**src/rtl/example_pair_pkg.sv**
```systemverilog
// rtl/example_pair_pkg.sv - shared types and pair-code constants for the pair receiver
// Purpose: FSM state encoding and the two legal complementary-pair codes.
// Ports: none (package).
package example_pair_pkg;

  typedef enum logic {
    ST_HUNT = 1'b0,
    ST_DATA = 1'b1
  } pair_state_e;

  // {y, z} as sampled from the line
  localparam logic [1:0] PAIR_ONE  = 2'b10;
  localparam logic [1:0] PAIR_ZERO = 2'b01;

endpackage

```
**src/rtl/example_pair_rx_if.sv**
```systemverilog
// rtl/example_pair_rx_if.sv - word output handshake between receiver and consumer
// Purpose: carries the deserialised word with a valid/ready handshake.
// Ports (signals):
//   out_data  [WIDTH]  received word, held while out_valid && !out_ready
//   out_valid          word available
//   out_ready          consumer takes the word when out_valid && out_ready
// Modports: master = receiver (drives data/valid), slave = consumer (drives ready).
interface example_pair_rx_if #(
  parameter int WIDTH = 8
);
  logic [WIDTH-1:0] out_data;
  logic             out_valid;
  logic             out_ready;

  modport master (output out_data, output out_valid, input out_ready);
  modport slave  (input out_data, input out_valid, output out_ready);
endinterface

```
**src/rtl/example_pair_sampler.sv**
```systemverilog
// rtl/example_pair_sampler.sv - line sample flops and pair-code classification
// Purpose: registers the raw pair once and classifies the registered code.
// Ports:
//   clk_i      clock, rising edge
//   rst_i      synchronous active-high reset
//   y_i, z_i   raw pair lines
//   smp_vld_o  a real sample has been captured since reset
//   bit_val_o  decoded bit (the y line; also the value used for invalid codes)
//   bit_ok_o   registered code is a legal pair (10 or 01)
module example_pair_sampler
  import example_pair_pkg::*;
(
  input  logic clk_i,
  input  logic rst_i,
  input  logic y_i,
  input  logic z_i,
  output logic smp_vld_o,
  output logic bit_val_o,
  output logic bit_ok_o
);

  logic [1:0] code_q;
  logic       vld_q;

  // The cleared sample flops hold 2'b00, which would classify as invalid;
  // vld_q keeps that reset artefact from reaching the error counter.
  always_ff @(posedge clk_i) begin
    if (rst_i) begin
      code_q <= 2'b00;
      vld_q  <= 1'b0;
    end else begin
      code_q <= {y_i, z_i};
      vld_q  <= 1'b1;
    end
  end

  assign smp_vld_o = vld_q;
  assign bit_val_o = code_q[1];
  assign bit_ok_o  = (code_q == PAIR_ONE) || (code_q == PAIR_ZERO);

endmodule

```
**src/rtl/example_pair_rx.sv**
```systemverilog
// rtl/example_pair_rx.sv - complementary-pair serial receiver with sync hunt
// Purpose: hunts for SYNC_PAT, then deserialises back-to-back WIDTH-bit words
//   MSB-first onto a one-entry valid/ready output register.
// Ports:
//   tukli     clock, rising edge
//   rst       synchronous active-high reset
//   in_y/in_z pair lines (10 = one, 01 = zero, else invalid)
//   out_if    master side of the word handshake (out_data/out_valid/out_ready)
//   lock      high while in DATA
//   err_cnt   saturating count of invalid pair codes
//   overflow  sticky: a completed word was dropped
// WIDTH and SYNC_LEN must be >= 2, ERR_LIMIT >= 1.
module example_pair_rx
  import example_pair_pkg::*;
#(
  parameter int                  WIDTH     = 8,
  parameter int                  SYNC_LEN  = 8,
  parameter logic [SYNC_LEN-1:0] SYNC_PAT  = 8'hA5,
  parameter int                  ERR_LIMIT = 3
) (
  input  logic                    tukli,
  input  logic                    rst,
  input  logic                    in_y,
  input  logic                    in_z,
  example_pair_rx_if.master       out_if,
  output logic                    lock,
  output logic [7:0]              err_cnt,
  output logic                    overflow
);

  localparam int SCW = $clog2(SYNC_LEN + 1);
  localparam int BCW = $clog2(WIDTH);
  localparam int ECW = $clog2(ERR_LIMIT + 1);
  localparam logic [SCW-1:0] SYNC_FULL = SCW'(SYNC_LEN);
  localparam logic [BCW-1:0] LAST_BIT  = BCW'(WIDTH - 1);
  localparam logic [ECW-1:0] ERR_MAX   = ECW'(ERR_LIMIT);

  logic smp_vld, bit_val, bit_ok;

  example_pair_sampler u_sampler (
    .clk_i     (tukli),
    .rst_i     (rst),
    .y_i       (in_y),
    .z_i       (in_z),
    .smp_vld_o (smp_vld),
    .bit_val_o (bit_val),
    .bit_ok_o  (bit_ok)
  );

  pair_state_e         state_q, state_d;
  logic [SYNC_LEN-1:0] win_q, win_d;
  logic [SCW-1:0]      scnt_q, scnt_d;
  logic [WIDTH-1:0]    word_q, word_d;
  logic [BCW-1:0]      bcnt_q, bcnt_d;
  logic [ECW-1:0]      ecnt_q, ecnt_d;
  logic [7:0]          err_q, err_d;
  logic [WIDTH-1:0]    data_q, data_d;
  logic                valid_q, valid_d;
  logic                ovf_q, ovf_d;
  logic                done;

  always_ff @(posedge tukli) begin
    if (rst) begin
      state_q <= ST_HUNT;
      win_q   <= '0;
      scnt_q  <= '0;
      word_q  <= '0;
      bcnt_q  <= '0;
      ecnt_q  <= '0;
      err_q   <= '0;
      data_q  <= '0;
      valid_q <= 1'b0;
      ovf_q   <= 1'b0;
    end else begin
      state_q <= state_d;
      win_q   <= win_d;
      scnt_q  <= scnt_d;
      word_q  <= word_d;
      bcnt_q  <= bcnt_d;
      ecnt_q  <= ecnt_d;
      err_q   <= err_d;
      data_q  <= data_d;
      valid_q <= valid_d;
      ovf_q   <= ovf_d;
    end
  end

  always_comb begin
    state_d = state_q;
    win_d   = win_q;
    scnt_d  = scnt_q;
    word_d  = word_q;
    bcnt_d  = bcnt_q;
    ecnt_d  = ecnt_q;
    err_d   = err_q;
    data_d  = data_q;
    valid_d = valid_q;
    ovf_d   = ovf_q;
    done    = 1'b0;

    if (valid_q && out_if.out_ready) valid_d = 1'b0;
    if (smp_vld && !bit_ok && (err_q != 8'hFF)) err_d = err_q + 8'd1;

    if (smp_vld) begin
      case (state_q)
        ST_HUNT: begin
          if (bit_ok) begin
            win_d = {win_q[SYNC_LEN-2:0], bit_val};
            if (scnt_q != SYNC_FULL) scnt_d = scnt_q + 1'b1;
            // Count and window both include the bit arriving on this edge.
            if ((scnt_d == SYNC_FULL) && (win_d == SYNC_PAT)) begin
              state_d = ST_DATA;
              bcnt_d  = '0;
              ecnt_d  = '0;
            end
          end else begin
            scnt_d = '0;
          end
        end
        ST_DATA: begin
          // Invalid codes still occupy a bit slot, carrying the y value.
          word_d = {word_q[WIDTH-2:0], bit_val};
          ecnt_d = bit_ok ? '0 : ecnt_q + 1'b1;
          bcnt_d = (bcnt_q == LAST_BIT) ? '0 : bcnt_q + 1'b1;
          // Lock loss takes priority over a word completing on the same bit.
          if (ecnt_d == ERR_MAX) begin
            state_d = ST_HUNT;
            scnt_d  = '0;
            bcnt_d  = '0;
            ecnt_d  = '0;
            word_d  = '0;
          end else if (bcnt_q == LAST_BIT) begin
            done = 1'b1;
          end
        end
        default: state_d = ST_HUNT;
      endcase
    end

    if (done) begin
      if (valid_q && !out_if.out_ready) begin
        ovf_d = 1'b1;
      end else begin
        data_d  = word_d;
        valid_d = 1'b1;
      end
    end
  end

  assign out_if.out_data  = data_q;
  assign out_if.out_valid = valid_q;
  assign lock             = (state_q == ST_DATA);
  assign err_cnt          = err_q;
  assign overflow         = ovf_q;

endmodule

```
**src/flat_wrapper.sv**
```systemverilog
// flat-port wrapper written by rule: the top's interface ports become plain ports
module example_pair_rx_flat import example_pair_pkg::*;
#(
  parameter int                  WIDTH     = 8,
  parameter int                  SYNC_LEN  = 8,
  parameter logic [SYNC_LEN-1:0] SYNC_PAT  = 8'hA5,
  parameter int                  ERR_LIMIT = 3
)
  (tukli, rst, in_y, in_z, lock, err_cnt, overflow, out_if_out_data, out_if_out_valid, out_if_out_ready);
  example_pair_rx_if #(.WIDTH(WIDTH)) out_if_i ();
  input  logic tukli;
  input  logic rst;
  input  logic in_y;
  input  logic in_z;
  output logic lock;
  output logic [7:0] err_cnt;
  output logic overflow;
  output wire logic [$bits(out_if_i.out_data)-1:0] out_if_out_data;
  output wire logic [$bits(out_if_i.out_valid)-1:0] out_if_out_valid;
  input wire logic [$bits(out_if_i.out_ready)-1:0] out_if_out_ready;
  assign out_if_out_data = out_if_i.out_data;
  assign out_if_out_valid = out_if_i.out_valid;
  assign out_if_i.out_ready = out_if_out_ready;
  example_pair_rx #(.WIDTH(WIDTH), .SYNC_LEN(SYNC_LEN), .SYNC_PAT(SYNC_PAT), .ERR_LIMIT(ERR_LIMIT)) u_core (.tukli(tukli), .rst(rst), .in_y(in_y), .in_z(in_z), .out_if(out_if_i), .lock(lock), .err_cnt(err_cnt), .overflow(overflow));
endmodule
```
**config.mk**
```make
export PLATFORM = sky130hd
export DESIGN_NAME = example_pair_rx_flat
export DESIGN_NICKNAME = d
export VERILOG_FILES = /design/src/rtl/example_pair_pkg.sv /design/src/rtl/example_pair_rx_if.sv /design/src/rtl/example_pair_sampler.sv /design/src/rtl/example_pair_rx.sv /design/src/flat_wrapper.sv
export SDC_FILE = /design/constraint.sdc
export NUM_CORES = 1
export LEC_CHECK = 0
export ABC_AREA = 1
export BUFFER_PORTS_ARGS = -buffer_cell sky130_fd_sc_hd__buf_2
export CORE_MARGIN = 5
export CORE_UTILIZATION = 49
export CTS_CLUSTER_DIAMETER = 100
export DETAILED_ROUTE_END_ITERATION = 10
export PLACE_DENSITY = 0.65
export SLEW_MARGIN = 40
export SYNTH_ARGS = -nofsm -noshare
export SYNTH_HDL_FRONTEND = slang
export SYNTH_SLANG_ARGS = --single-unit
```
**constraint.sdc**
```tcl
create_clock -name tukli -period 1.7 [get_ports tukli]
set_input_delay 0.17 -clock tukli [delete_from_list [all_inputs] [get_ports tukli]]
set_output_delay 0.17 -clock tukli [all_outputs]
set_load 0.01 [all_outputs]
```
Word level (Yosys, flattened, before mapping)
Index checks and enable logic that the tools add are counted.
Widths: inputs -> output; s select.
- bits in registers: 46
- input bits: 5
- output and inout bits: 19
- logic and storage cells: 74
- add/sub/neg operators: 4
- eq/ne operators: 11
- mux-type cells: 32
- bitwise logic cells: 2
- reduce and logical (&&, ||, !) cells: 13
- operator list (cell ; number):
    $mux 4 ; 6
    $mux 8 ; 3
    $mux 3 ; 4
    $mux 1 ; 11
    $add 8x1->8 const B ; 1
    $eq 8x8->1 const B ; 1
    $mux 2 ; 4
    $ne 8x8->1 const B ; 1
    $pmux 4 s2 ; 1
    $pmux 3 s2 ; 1
    $reduce_and 2->1 ; 3
    $reduce_and 3->1 ; 2
    $logic_and 1x1->1 ; 5
    $add 4x1->4 const B ; 1
    $eq 2x2->1 const B ; 2
    $eq 4x4->1 const B ; 1
    $ne 2x1->1 const B ; 2
    $ne 4x4->1 const B ; 1
    $pmux 2 s2 ; 1
    $add 3x1->3 const B ; 1
    $eq 3x3->1 const B ; 1
    $add 2x1->2 const B ; 1
    $eq 2x1->1 const B ; 1
    $logic_not 1->1 ; 2
    4 further kinds ; 5

Depth between registers and ports, before layout
Gate-level depths: netlist (run 1).
- word-level depth: 10
- mapped depth: 11
- depth with buffers taken out: 11

Modules after synthesis
From an unflattened synthesis (run 1), not the netlist that was laid out.
- cells, all modules: 280
- area total of the unflattened synthesis: 2050.7 um2
- modules (own cells, without submodules) (module ; instances ; cells each ; area each (um2) ; sequential area each (um2)):
    example_pair_rx ; 1 ; 267 ; 1953.1 ; 860.8
    example_pair_sampler ; 1 ; 13 ; 97.6 ; 60.1

Least setup slack after synthesis (run 1)
Ideal clock, no wire load.
- kind: reg2reg
- start: register u_core.scnt_q[0]
- end: register u_core.bcnt_q[0]
- setup time: 115 ps
- data arrival time: 1416 ps
- data required time: 1585 ps
- path slack: 169 ps
- cell stages (with the launch flop): 11
- buffers on the path: 0
- clock period less this slack: 1531 ps
- cell sequence: dfxtp_1 > inv_1 > ha_1 > nor2_1 > nand2_1 > nor2_1 > nand2_1 > nor2_2 > nand3_2 > a21oi_1 > nor2_1
- longest elaborated chain between the ends: 9
- elaborated cells between the ends (all ways): 10
- those cells by class: 1 x add/sub; 3 x eq/ne; 4 x mux; 2 x reduce/logical
- ends and longest elaborated chain (item ; line ; RTL):
    start: declaration ; example_pair_rx.sv:52 ; logic [SCW-1:0] scnt_q, scnt_d;
    start signal: assignment ; example_pair_rx.sv:77 ; scnt_q <= scnt_d;
    $add 4x1->4 / $ne 4x4->1 (equally long branches) ; example_pair_rx.sv:109 ; if (scnt_q != SYNC_FULL) scnt_d = scnt_q + 1'b1;
    $mux 4 (*) ; example_pair_rx.sv:109 ;
    $mux 4 (*) ; example_pair_rx.sv:107 ; if (bit_ok) begin
    $mux 4 (*) ; example_pair_rx.sv:105 ; case (state_q)
    $mux 4 (*) ; example_pair_rx.sv:104 ; if (smp_vld) begin
    $eq 4x4->1 (*) ; example_pair_rx.sv:111 ; if ((scnt_d == SYNC_FULL) && (win_d == SYNC_PAT)) begin
    $logic_and 1x1->1 (*) ; example_pair_rx.sv:111 ;
    $ne 2x1->1 (no line) (*) ; -- ;
    $reduce_and 3->1 (no line) (*) ; -- ;
    end signal: assignment ; example_pair_rx.sv:79 ; bcnt_q <= bcnt_d;
    end: declaration ; example_pair_rx.sv:54 ; logic [BCW-1:0] bcnt_q, bcnt_d;
Every way passes the cells marked *; elsewhere a longest branch is shown, timed or not. The select of a mux whose other input is x is not followed.
A chain may end at the register's enable or synchronous reset.

Worst setup path in the final report (run 1)
- start: register u_core.scnt_q[1]
- end: register u_core.bcnt_q[0]
The elaborated chain is that of the path after synthesis.

==> reports/qor.csv, run 1 <==
stage,metric,value,unit
placed_design,Placed Area,2290,µm²
layout,most frequent cells in the layout,"52 x nor2_1, 45 x dfxtp_1, 41 x inv_1",
sta,fin crit share,0.920,
sta,Final setup viols,0,
detailed_routing,first drt pass iteration count,4,
critical_path,CP required,1900,ps
sta,final slew viol count,0,
critical_path,CP startpoint,u_core.scnt_q[1]$_SDFFE_PP0P_,
floorplan,chip height,75.5,µm
clock_network,Clock H-tree levels,2,
layout,number of diodes,0,
clock_network,clk buf depth,2,
placed_design,gpl congestion,0.845,
clock_network,post-cts hold buffer count,0,
min_path,hold-critical path depth,3,
sta,slew margin rel.,0.742,
min_path,Worst Hold Class,in2reg,
synthesis,ys flop type,dfxtp_1,
sta,Final Critical Period,1560,ps
sta,worst-margin pin slew,385,ps
outcome,outcome,completed,
placed_design,dpl ws,50.2,ps
layout,"commonest non-fill, non-tap cell in the layout",nor2_1,
pwr,total power,2280,µW
synthesis,Mean Syn Cell Area,7.42,µm²
sta,fmax,0.639,GHz
synthesis,Mapped Nets,293,
global_route,Global Route Usage Sum,0.159,
detailed_routing,Routed WL per cell,11.1,µm
layout,share of cells above drive strength 1,0.197,
critical_path,reg2reg setup slack,140,ps
synthesis,synthesis-stage register bit count,46,
layout,cell area after layout,2460,µm²
pwr,power per cell area,927,nW/µm²
detailed_routing,Post-Route WL,4030,µm
global_route,number of global-route vias before repair,1660,
global_route,largest net degree at the start of global routing,21,
synthesis,mapped cell area,2100,µm²
floorplan,Site Rows,23,
critical_path,CP Capture Type,flop,
critical_path,Worst Setup Start Kind,flop,
critical_path,launch point of the worst reg-to-reg path,u_core.scnt_q[1]$_SDFFE_PP0P_,
critical_path,Critical Setup Path Class,reg2reg,
layout,fin nets,323,
critical_path,CP arrival,1760,ps
detailed_routing,# DRC,0,
clock_network,CTS tree,done,
detailed_routing,Via density,4.90,
sta,RSZ-0062 raised after global routing,yes,
floorplan,die footprint,5700,µm²
critical_path,Crit Reg-Reg Endpoint,u_core.bcnt_q[0]$_SDFFE_PP0P_,
floorplan,die width,75.5,µm
synthesis,register area share after synthesis,0.438,
synthesis,Gate Count Post-Synth,283,
sta,Final WS setup,136,ps
detailed_routing,DRT antenna net count,0,
clock_network,CTS Buf Count,5,
placed_design,hpwl dp,2900,µm
sta,hold slack,78.3,ps
critical_path,Reg2Reg Depth,10,
critical_path,crit path to,u_core.bcnt_q[0]$_SDFFE_PP0P_,
layout,Area growth syn-to-layout,16.9,%
synthesis,"Distinct cells, synth",32,
synthesis,ys async rst share,0,
clock_network,# resized after CTS,0,
sta,clk_skew,8.67,ps
synthesis,Yosys warning total,0,
synthesis,number of synthesized flops with an enable pin,0,
floorplan,Top-Level Pins,24,
detailed_routing,vias,1784,
detailed_routing,1st-iter DRT viols,118,
job,Max-Cap Viols,0,
clock_network,Worst-path clk slew,90,ps
critical_path,largest fanout on the critical path,8,
global_route,antenna violations before repair,0,
clock_network,Clock Latency Late Sink,290,ps
layout,fillers,406,
global_route,first-pass GRT wire length,7110,µm
pwr,worst vdd ir,0.000493,V
global_route,gr ovfl total,0,
clock_network,CTS Root Cell,clkbuf_8,
floorplan,Initial Util,0.514,
floorplan,Placeable Area,4090,µm²
pwr,Static Leakage,0.00108,µW
clock_network,Sink Count,46,
placed_design,Port Buf Inserts,23,
clock_network,postcts setup bufs,0,
sta,endpoints failing hold,0,
-- cell type report --
class	count	area (µm²)	share of cell area
Sequential cell	46	925	0.376
Clock buffer	6	82.6	0.0336
Clock inverter	2	60.1	0.0245
Timing Repair Buffer	30	168	0.0683
Inverter	46	179	0.0728
Tap cell	50	62.6	0.0255
Multi-Input combinational cell	184	980	0.399
-- Yosys cell counts, types with 2 or more instances --
library cell  number  area (µm²)
nor2_1            52         195
dfxtp_1           46         921
inv_1             41         154
nand2_1           39         146
o21ai_0           19        95.1
a21oi_1           16        80.1
nand3_1           11        55.1
nand4_1            8        50.1
o22ai_1            8        50.1
ha_1               5        62.6
nand2_2            4        25.0
buf_4              3        22.5
clkbuf_1           3        11.3
inv_2              3        11.3
nand3_2            3        30.0
a21boi_1           2        15.0
nand2_4            2        22.5
nor2_2             2        12.5
nor3_1             2        10.0
xnor2_1            2        17.5
-- critical path: stages, from the launching register on --
cell	delay [ps]
dfxtp_4	370
inv_1	40
ha_1	280
nor2_1	90
nand2_1	50
nor2_1	80
nand2_1	100
nor2_4	120
nand3_4	130
a21oi_2	150
nor2_1	50
-- power by group --
part / leakage (µW) / internal, µW / switching, µW / total [µW]
clock: 0.0000714 / 627 / 361 / 988
combinational: 0.000636 / 60.9 / 105 / 166
sequential: 0.000374 / 1100 / 21.1 / 1120
-- worst min path at each step --
stage                                                 end  slack, ps  startpoint
detailed placement  u_core.u_sampler.code_q[0]$_SDFF_PP0_        380        in_z
finish              u_core.u_sampler.code_q[0]$_SDFF_PP0_         80        in_z
global route        u_core.u_sampler.code_q[1]$_SDFF_PP0_         80        in_y
global placement    u_core.u_sampler.code_q[1]$_SDFF_PP0_        370        in_y
floorplan           u_core.u_sampler.code_q[0]$_SDFF_PP0_        280        in_z
CTS                 u_core.u_sampler.code_q[0]$_SDFF_PP0_         70        in_z
-- layer usage --
layer  routed length [µm]  GRT usage  vias to the layer above
met1                 1980      0.199                      798
met2                 1870      0.275                       26
met4                   22     0.0466                        0
met3                  159     0.0356                        2
met5                    0          0                        -
li1                     -          -                      958
-- state kept, by name, indices dropped and copies added, names as in the netlist --
signal                      count
u_core.err_cnt                  8
u_core.out_if.out_data          8
u_core.word_q                   8
u_core.win_q                    7
u_core.scnt_q                   4
u_core.bcnt_q                   3
u_core.ecnt_q                   2
u_core.u_sampler.code_q         2
u_core.lock                     1
u_core.out_if.out_valid         1
u_core.overflow                 1
u_core.u_sampler.smp_vld_o      1
-- through the flow --
step,util,TNS [ps],std cells
6_report,0.601,0,364
5_1_grt,0.601,-43.5,364
4_1_cts,0.594,0,364
3_5_place_dp,0.559,0,356
3_3_place_gp,0.559,0,356
2_1_floorplan,-,0,283
-- cell families (layout without fill, tap and decap cells) --
family | count (synthesis) | in the layout | synth area share
AO/OA/AOI/OAI | 48 | 48 | 0.123
flip-flops | 46 | 46 | 0.438
XOR/XNOR | 3 | 3 | 0.0125
adder cells (fa/ha/maj) | 5 | 5 | 0.0298
AND/OR/NAND/NOR | 128 | 128 | 0.289
buffers and inverters | 53 | 84 | 0.107
Note: power is estimated with default switching activity, not from simulation.
==> run 2: changes to the inputs <==
--- a/config.mk
+++ b/config.mk
@@ -15,4 +15,5 @@
 export SLEW_MARGIN = 40
 export SYNTH_ARGS = -nofsm -noshare
 export SYNTH_HDL_FRONTEND = slang
+export SYNTH_HIERARCHICAL = 1
 export SYNTH_SLANG_ARGS = --single-unit
==> reports/qor.csv, run 2 <==
stage,metric,value,unit,change
critical_path,CP required,1890,ps,about the same
global_route,Global Route Usage Sum,0.176,,+0.0164
synthesis,Yosys warning total,6,,+6
synthesis,number of synthesized flops with an enable pin,0,,unchanged
synthesis,register area share after synthesis,0.449,,+0.0107
critical_path,Crit path buffers/inverters,2,,+1
critical_path,CP max stage delay,360,ps,about the same
synthesis,synthesis-stage register bit count,46,,unchanged
layout,Non-Filler Instances,367,,+0.82%
synthesis,Gate Count Post-Synth,280,,-1.1%
pwr,power per cell area,861,nW/µm²,-7.2%
pwr,worst vdd ir,0.000364,V,-26%
sta,clk_skew,6.43,ps,-2.23 ps
synthesis,"Distinct cells, synth",30,,-6.3%
detailed_routing,met2 WL,1890,µm,+1.3%
critical_path,reg2reg setup slack,90,ps,-40 ps
placed_design,Port Buf Inserts,23,,unchanged
clock_network,CTS Root Cell,clkbuf_8,,
layout,share of cells above drive strength 1,0.186,,-0.0113
clock_network,Sink Count,46,,unchanged
critical_path,launch point of the worst reg-to-reg path,u_core/scnt_q[1]$_SDFFE_PP0P_,,
critical_path,Reg2Reg Depth,12,,+2
sta,worst-margin pin slew,485,ps,+99.8 ps
clock_network,CTS tree,done,,
job,Max-Cap Viols,0,,unchanged
detailed_routing,DR WL met3,216,µm,+36%
critical_path,CP max-delay cell,dfxtp_4,,
synthesis,ys async rst share,0,,unchanged
critical_path,"CP delay by family, top",simple AND/OR/NAND/NOR gates,,
global_route,antenna violations before repair,0,,unchanged
synthesis,mapped cell area,2050,µm²,-2.4%
sta,Final Critical Period,1610,ps,+42.8 ps
placed_design,hpwl dp,2940,µm,+1.4%
clock_network,clk buf depth,2,,unchanged
critical_path,Critical Setup Path Class,reg2reg,,
sta,Final setup viols,0,,unchanged
synthesis,Mean Syn Cell Area,7.32,µm²,-1.3%
sta,fin crit share,0.945,,+0.0252
placed_design,gpl congestion,0.880,,+4.1%
global_route,largest net degree at the start of global routing,31,,+48%
layout,post-layout util,0.598,,-0.00353
sta,RSZ-0062 raised after global routing,yes,,
sta,endpoints failing hold,0,,unchanged
detailed_routing,first drt pass iteration count,4,,unchanged
global_route,gr ovfl total,0,,unchanged
layout,fin nets,326,,+0.93%
global_route,first-pass GRT wire length,7530,µm,+5.9%
critical_path,CP arrival,1800,ps,+40 ps
clock_network,Clock Latency Late Sink,290,ps,about the same
synthesis,synth cell count leaders,"55 x nand2_1, 46 x dfxtp_1, 46 x inv_1, 29 x nor2_1, 28 x a21oi_1",,
sta,hold slack,76.4,ps,-1.87 ps
critical_path,CP Capture Type,flop,,
critical_path,Worst Setup Start Kind,flop,,
detailed_routing,vias,1826,,+2.4%
floorplan,die footprint,5580,µm²,-2.1%
min_path,Hold Path End,u_core/u_sampler/code_q[1]$_SDFF_PP0_,,
floorplan,Initial Util,0.509,,-0.00508
detailed_routing,Post-Route M1 WL,2070,µm,+4.6%
detailed_routing,1st-iter DRT viols,93,,-21%
outcome,outcome,completed,,
layout,Area growth syn-to-layout,17.4,%,
clock_network,post-cts hold buffer count,0,,unchanged
global_route,number of global-route vias before repair,1682,,+1.3%
detailed_routing,DRT antenna net count,0,,unchanged
synthesis,Yosys top cell by area,dfxtp_1,,
min_path,hold-critical path depth,3,,unchanged
placed_design,Inst Count DP,357,,+0.28%
synthesis,"count leader, synth",nand2_1,,
min_path,Worst Hold Class,in2reg,,
detailed_routing,# DRC,0,,unchanged
floorplan,Placeable Area,4030,µm²,-1.4%
critical_path,Crit Reg-Reg Endpoint,u_core/bcnt_q[0]$_SDFFE_PP0P_,,
sta,setup_tns,0,ps,unchanged
clock_network,Worst-path clk slew,80,ps,about the same
detailed_routing,Routed WL per cell,11.5,µm,+3.8%
detailed_routing,Post-Route WL,4210,µm,+4.7%
critical_path,largest fanout on the critical path,6,,-2
synthesis,top post-synthesis cells by area,"dfxtp_1 45%, nand2_1 10%, inv_1 8.4%, a21oi_1 6.8%, nor2_1 5.3%",,
floorplan,Site Rows,23,,unchanged
synthesis,share of the synthesized area in the top cell type,0.449,,+0.0107
layout,"commonest non-fill, non-tap cell in the layout",nand2_1,,
floorplan,die width,74.7,µm,-1.0%
layout,number of diodes,0,,unchanged
detailed_routing,Via density,4.98,,+1.5%
detailed_routing,highest routed metal layer,met4,,
clock_network,CTS Buf Count,5,,unchanged
floorplan,Top-Level Pins,24,,unchanged
synthesis,ys flop type,dfxtp_1,,
layout,most frequent cells in the layout,"52 x nand2_1, 45 x inv_1, 44 x dfxtp_1",,
pwr,Static Leakage,0.00100,µW,-7.2%
clock_network,Clock H-tree levels,2,,unchanged
sta,slew margin rel.,0.677,,-0.0659
synthesis,Mapped Nets,290,,-1.0%
critical_path,crit-path cells,inv_1 > ha_2 > inv_1 > nand2_1 > nor2_1 > nand3_1 > nor2_2 > nand3_2 > nand2_2 > nand2_2 > nand2_1 > nor2_1,,
floorplan,chip height,74.7,µm,-1.0%
sta,final slew viol count,0,,unchanged
min_path,hold_sp,in_y,,
sta,fmax,0.622,GHz,-2.7%
-- run 2: cell types whose count changed after synthesis, moves of 3 or more --
cell,change
nand4_1,-5
nand3_1,+6
nand3b_1,+3
nor2_1,-23
o21ai_0,-6
nand2_1,+16
a21oi_1,+12
inv_1,+5
-- run 2: layout make-up --
cell class | instances | area [µm²]
clock inverter | 1 | 30.0
timing repair buffer | 35 | 205
sequential | 46 | 926
clock buffer | 7 | 76.3
multi-input combinational | 179 | 918
fill | 391 | 1620
tap | 50 | 62.6
inverter | 49 | 189
-- run 2: metal layers --
metal / track usage / vias up
met5: 0 / -
met4: 0.0652 / 0
met3: 0.0494 / 2
met2: 0.273 / 36
met1: 0.233 / 829
li1: - / 959
-- run 2: report_power, final --
part           switching [µW]  internal, µW  total [µW]
clock network             347           440         787
registers                19.1          1100        1120
logic                     103          59.4         163
-- run 2: cells by family after synthesis --
kind of cell,synth area share
buffers and inverters,0.108
DFF,0.449
xor gates and xnor gates,0.0171
AOI/OAI and AO/OA,0.137
and+or+nand+nor,0.258
adders and majority gates,0.0305
-- run 2: worst max-delay path by stage --
stage / start / to / slack [ps] / cells past startpoint
finish: u_core/scnt_q[1]$_SDFFE_PP0P_ / u_core/bcnt_q[0]$_SDFFE_PP0P_ / 90 / 12
global route: u_core/scnt_q[1]$_SDFFE_PP0P_ / u_core/bcnt_q[0]$_SDFFE_PP0P_ / -20 / 12
CTS: u_core/scnt_q[1]$_SDFFE_PP0P_ / u_core/bcnt_q[1]$_SDFFE_PP0P_ / 30 / 10
detailed placement: u_core/scnt_q[1]$_SDFFE_PP0P_ / u_core/bcnt_q[1]$_SDFFE_PP0P_ / 50 / 10
global placement: u_core/scnt_q[1]$_SDFFE_PP0P_ / u_core/bcnt_q[1]$_SDFFE_PP0P_ / 90 / 10
floorplan: u_core/scnt_q[0]$_SDFFE_PP0P_ / u_core/bcnt_q[0]$_SDFFE_PP0P_ / 130 / 12
-- run 2: metrics by stage --
step	setup slack [ps]	power, µW	area (µm²)
after floorplan	127	1250	2050
after global placement	94.2	1300	2270
after detailed placement	49.4	1300	2270
after CTS	32.2	2100	2370
after global routing	-25.0	2180	2410
final	93.0	2070	2410
-- run 2: tightest hold or removal path, stage by stage --
cell	delay, ps
buf_2	70
inv_1	30
nor2_1	60
-- run 2: repair_timing --
action,in CTS,in global routing
gates resized for setup,0,10
setup endpoints to repair,0,13
buffers inserted,0,2
==> run 3: changes to the inputs <==
--- a/config.mk
+++ b/config.mk
@@ -8,10 +8,10 @@
 export ABC_AREA = 1
 export BUFFER_PORTS_ARGS = -buffer_cell sky130_fd_sc_hd__buf_2
 export CORE_MARGIN = 5
-export CORE_UTILIZATION = 49
+export CORE_UTILIZATION = 57
 export CTS_CLUSTER_DIAMETER = 100
 export DETAILED_ROUTE_END_ITERATION = 10
-export PLACE_DENSITY = 0.65
+export PLACE_DENSITY = 0.74
 export SLEW_MARGIN = 40
 export SYNTH_ARGS = -nofsm -noshare
 export SYNTH_HDL_FRONTEND = slang
==> reports/qor.csv, run 3 (synthesis results as in run 2) <==
stage,metric,value,unit,change
clock_network,CTS tree,done,,
sta,endpoints failing hold,0,,unchanged
floorplan,chip height,70.0,µm,-6.3%
critical_path,largest fanout on the critical path,6,,unchanged
pwr,worst vdd ir,0.000509,V,+40%
global_route,largest net degree at the start of global routing,31,,unchanged
critical_path,reg2reg setup slack,110,ps,+20 ps
critical_path,crit path to,u_core/bcnt_q[1]$_SDFFE_PP0P_,,
critical_path,CP required,2000,ps,+110 ps
floorplan,die width,70.0,µm,-6.3%
critical_path,CP arrival,1890,ps,+90 ps
sta,final slew viol count,0,,unchanged
global_route,gr ovfl total,0,,unchanged
sta,clk_skew,11.5,ps,+5.04 ps
clock_network,Worst-path clk slew,130,ps,+50 ps
detailed_routing,first drt pass iteration count,4,,unchanged
layout,"commonest non-fill, non-tap cell in the layout",nand2_1,,
detailed_routing,# DRC,0,,unchanged
sta,setup_tns,0,ps,unchanged
floorplan,Initial Util,0.600,,+0.0914
layout,most frequent cells in the layout,"53 x nand2_1, 45 x inv_1, 44 x dfxtp_1",,
critical_path,CP startpoint,u_core/scnt_q[0]$_SDFFE_PP0P_,,
clock_network,Sink Count,46,,unchanged
global_route,first-pass GRT wire length,6490,µm,-14%
global_route,antenna violations before repair,0,,unchanged
critical_path,Critical Setup Path Class,reg2reg,,
global_route,number of global-route vias before repair,1530,,-9.0%
sta,slew margin rel.,0.724,,+0.0478
clock_network,CTS Root Cell,clkbuf_4,,
critical_path,Worst Setup Start Kind,flop,,
global_route,Global Route Usage Sum,0.159,,-0.0164
placed_design,gpl congestion,0.826,,-6.1%
floorplan,die footprint,4900,µm²,-12%
clock_network,Clock Latency Late Sink,350,ps,+60 ps
clock_network,Clock H-tree levels,2,,unchanged
critical_path,launch point of the worst reg-to-reg path,u_core/scnt_q[0]$_SDFFE_PP0P_,,
sta,Final setup viols,0,,unchanged
layout,number of diodes,0,,unchanged
detailed_routing,Via density,4.97,,about the same
floorplan,Site Rows,21,,-8.7%
floorplan,Top-Level Pins,24,,unchanged
detailed_routing,Post-Route WL,3710,µm,-12%
layout,post-layout util,0.687,,+0.0897
critical_path,Reg2Reg Depth,9,,-3
layout,fin nets,321,,-1.5%
layout,share of cells above drive strength 1,0.173,,-0.0130
placed_design,Port Buf Inserts,23,,unchanged
pwr,Static Leakage,0.000969,µW,-3.5%
critical_path,Crit Reg-Reg Endpoint,u_core/bcnt_q[1]$_SDFFE_PP0P_,,
placed_design,hpwl dp,2690,µm,-8.7%
sta,fin crit share,0.935,,-0.0106
clock_network,CTS Buf Count,5,,unchanged
sta,worst-margin pin slew,413,ps,-71.7 ps
detailed_routing,vias,1780,,-2.5%
detailed_routing,1st-iter DRT viols,76,,-18%
min_path,Worst Hold Class,in2reg,,
clock_network,clk buf depth,2,,unchanged
pwr,power per cell area,790,nW/µm²,-8.2%
job,Max-Cap Viols,0,,unchanged
sta,Final Critical Period,1590,ps,-18.1 ps
critical_path,CP Capture Type,flop,,
detailed_routing,Routed WL per cell,10.4,µm,-9.7%
floorplan,Placeable Area,3420,µm²,-15%
sta,fmax,0.629,GHz,+1.1%
layout,Area growth syn-to-layout,14.5,%,
detailed_routing,DRT antenna net count,0,,unchanged
sta,RSZ-0062 raised after global routing,no,,
outcome,outcome,completed,,
[run 3: final cells by class]
class                   instances  area, µm²
inverters                      49        186
fillers                       299       1070
multi-input cells             179        933
clock buffers                   7       65.1
clock inverters                 1       8.76
well taps                      46       57.6
flip-flops and latches         46        926
repair buffers                 30        170
[run 3: worst min path at each step]
stage	start	endpoint	slack, ps	depth (start not counted)
after floorplan	rst	u_core/u_sampler/smp_vld_o$_DFF_P_	230	1
after global routing	in_y	u_core/u_sampler/code_q[1]$_SDFF_PP0_	20	3
after detailed placement	in_y	u_core/u_sampler/code_q[1]$_SDFF_PP0_	390	3
final	in_y	u_core/u_sampler/code_q[1]$_SDFF_PP0_	20	3
after global placement	in_z	u_core/u_sampler/code_q[0]$_SDFF_PP0_	370	3
after CTS	in_y	u_core/u_sampler/code_q[1]$_SDFF_PP0_	3	3
[run 3: worst max-delay path, cell delays in order (launching register included)]
cell and delay [ps]:
dfxtp_2 340, buf_4 140, ha_1 210, nand3_1 80, o21ai_0 120, nor2_1 250, nand3_4 140, nand3b_1 120
nand2_1 60, nor2_1 110
[run 3: through the flow]
stage | cells | setup WS, ps | hold WS (ps) | total power, µW | cell area [µm²]
final | 358 | 111 | 21.0 | 1860 | 2350
after floorplan | 280 | 127 | 227 | 1250 | 2050
after global routing | 358 | 3.29 | 18.1 | 1960 | 2350
after global placement | 349 | 91.7 | 371 | 1290 | 2230
after detailed placement | 349 | 43.4 | 387 | 1290 | 2230
after CTS | 358 | 38.4 | 3.27 | 1880 | 2320
[run 3: metal layers]
metal / track usage / vias to the layer above / part of all wire
li1: - / 949 / -
met1: 0.218 / 794 / 0.50
met2: 0.240 / 31 / 0.44
met3: 0.0516 / 6 / 0.051
met4: 0.0447 / 0 / 0.0097
met5: 0 / - / 0
[run 3: where the power goes]
part           internal, µW  leakage (µW)  switching [µW]  total [µW]
clock network           245     0.0000415             337         582
registers              1100      0.000375            20.4        1120
logic                  53.2      0.000552            95.5         149
total                  1400      0.000969             453        1860
[run 3: repair_timing]
item	4_1_cts	5_1_grt
endpoints found under the hold margin	1	0
setup buffers	0	0
hold buffers	1	0
setup endpoints to repair	0	13
resized for setup	0	8
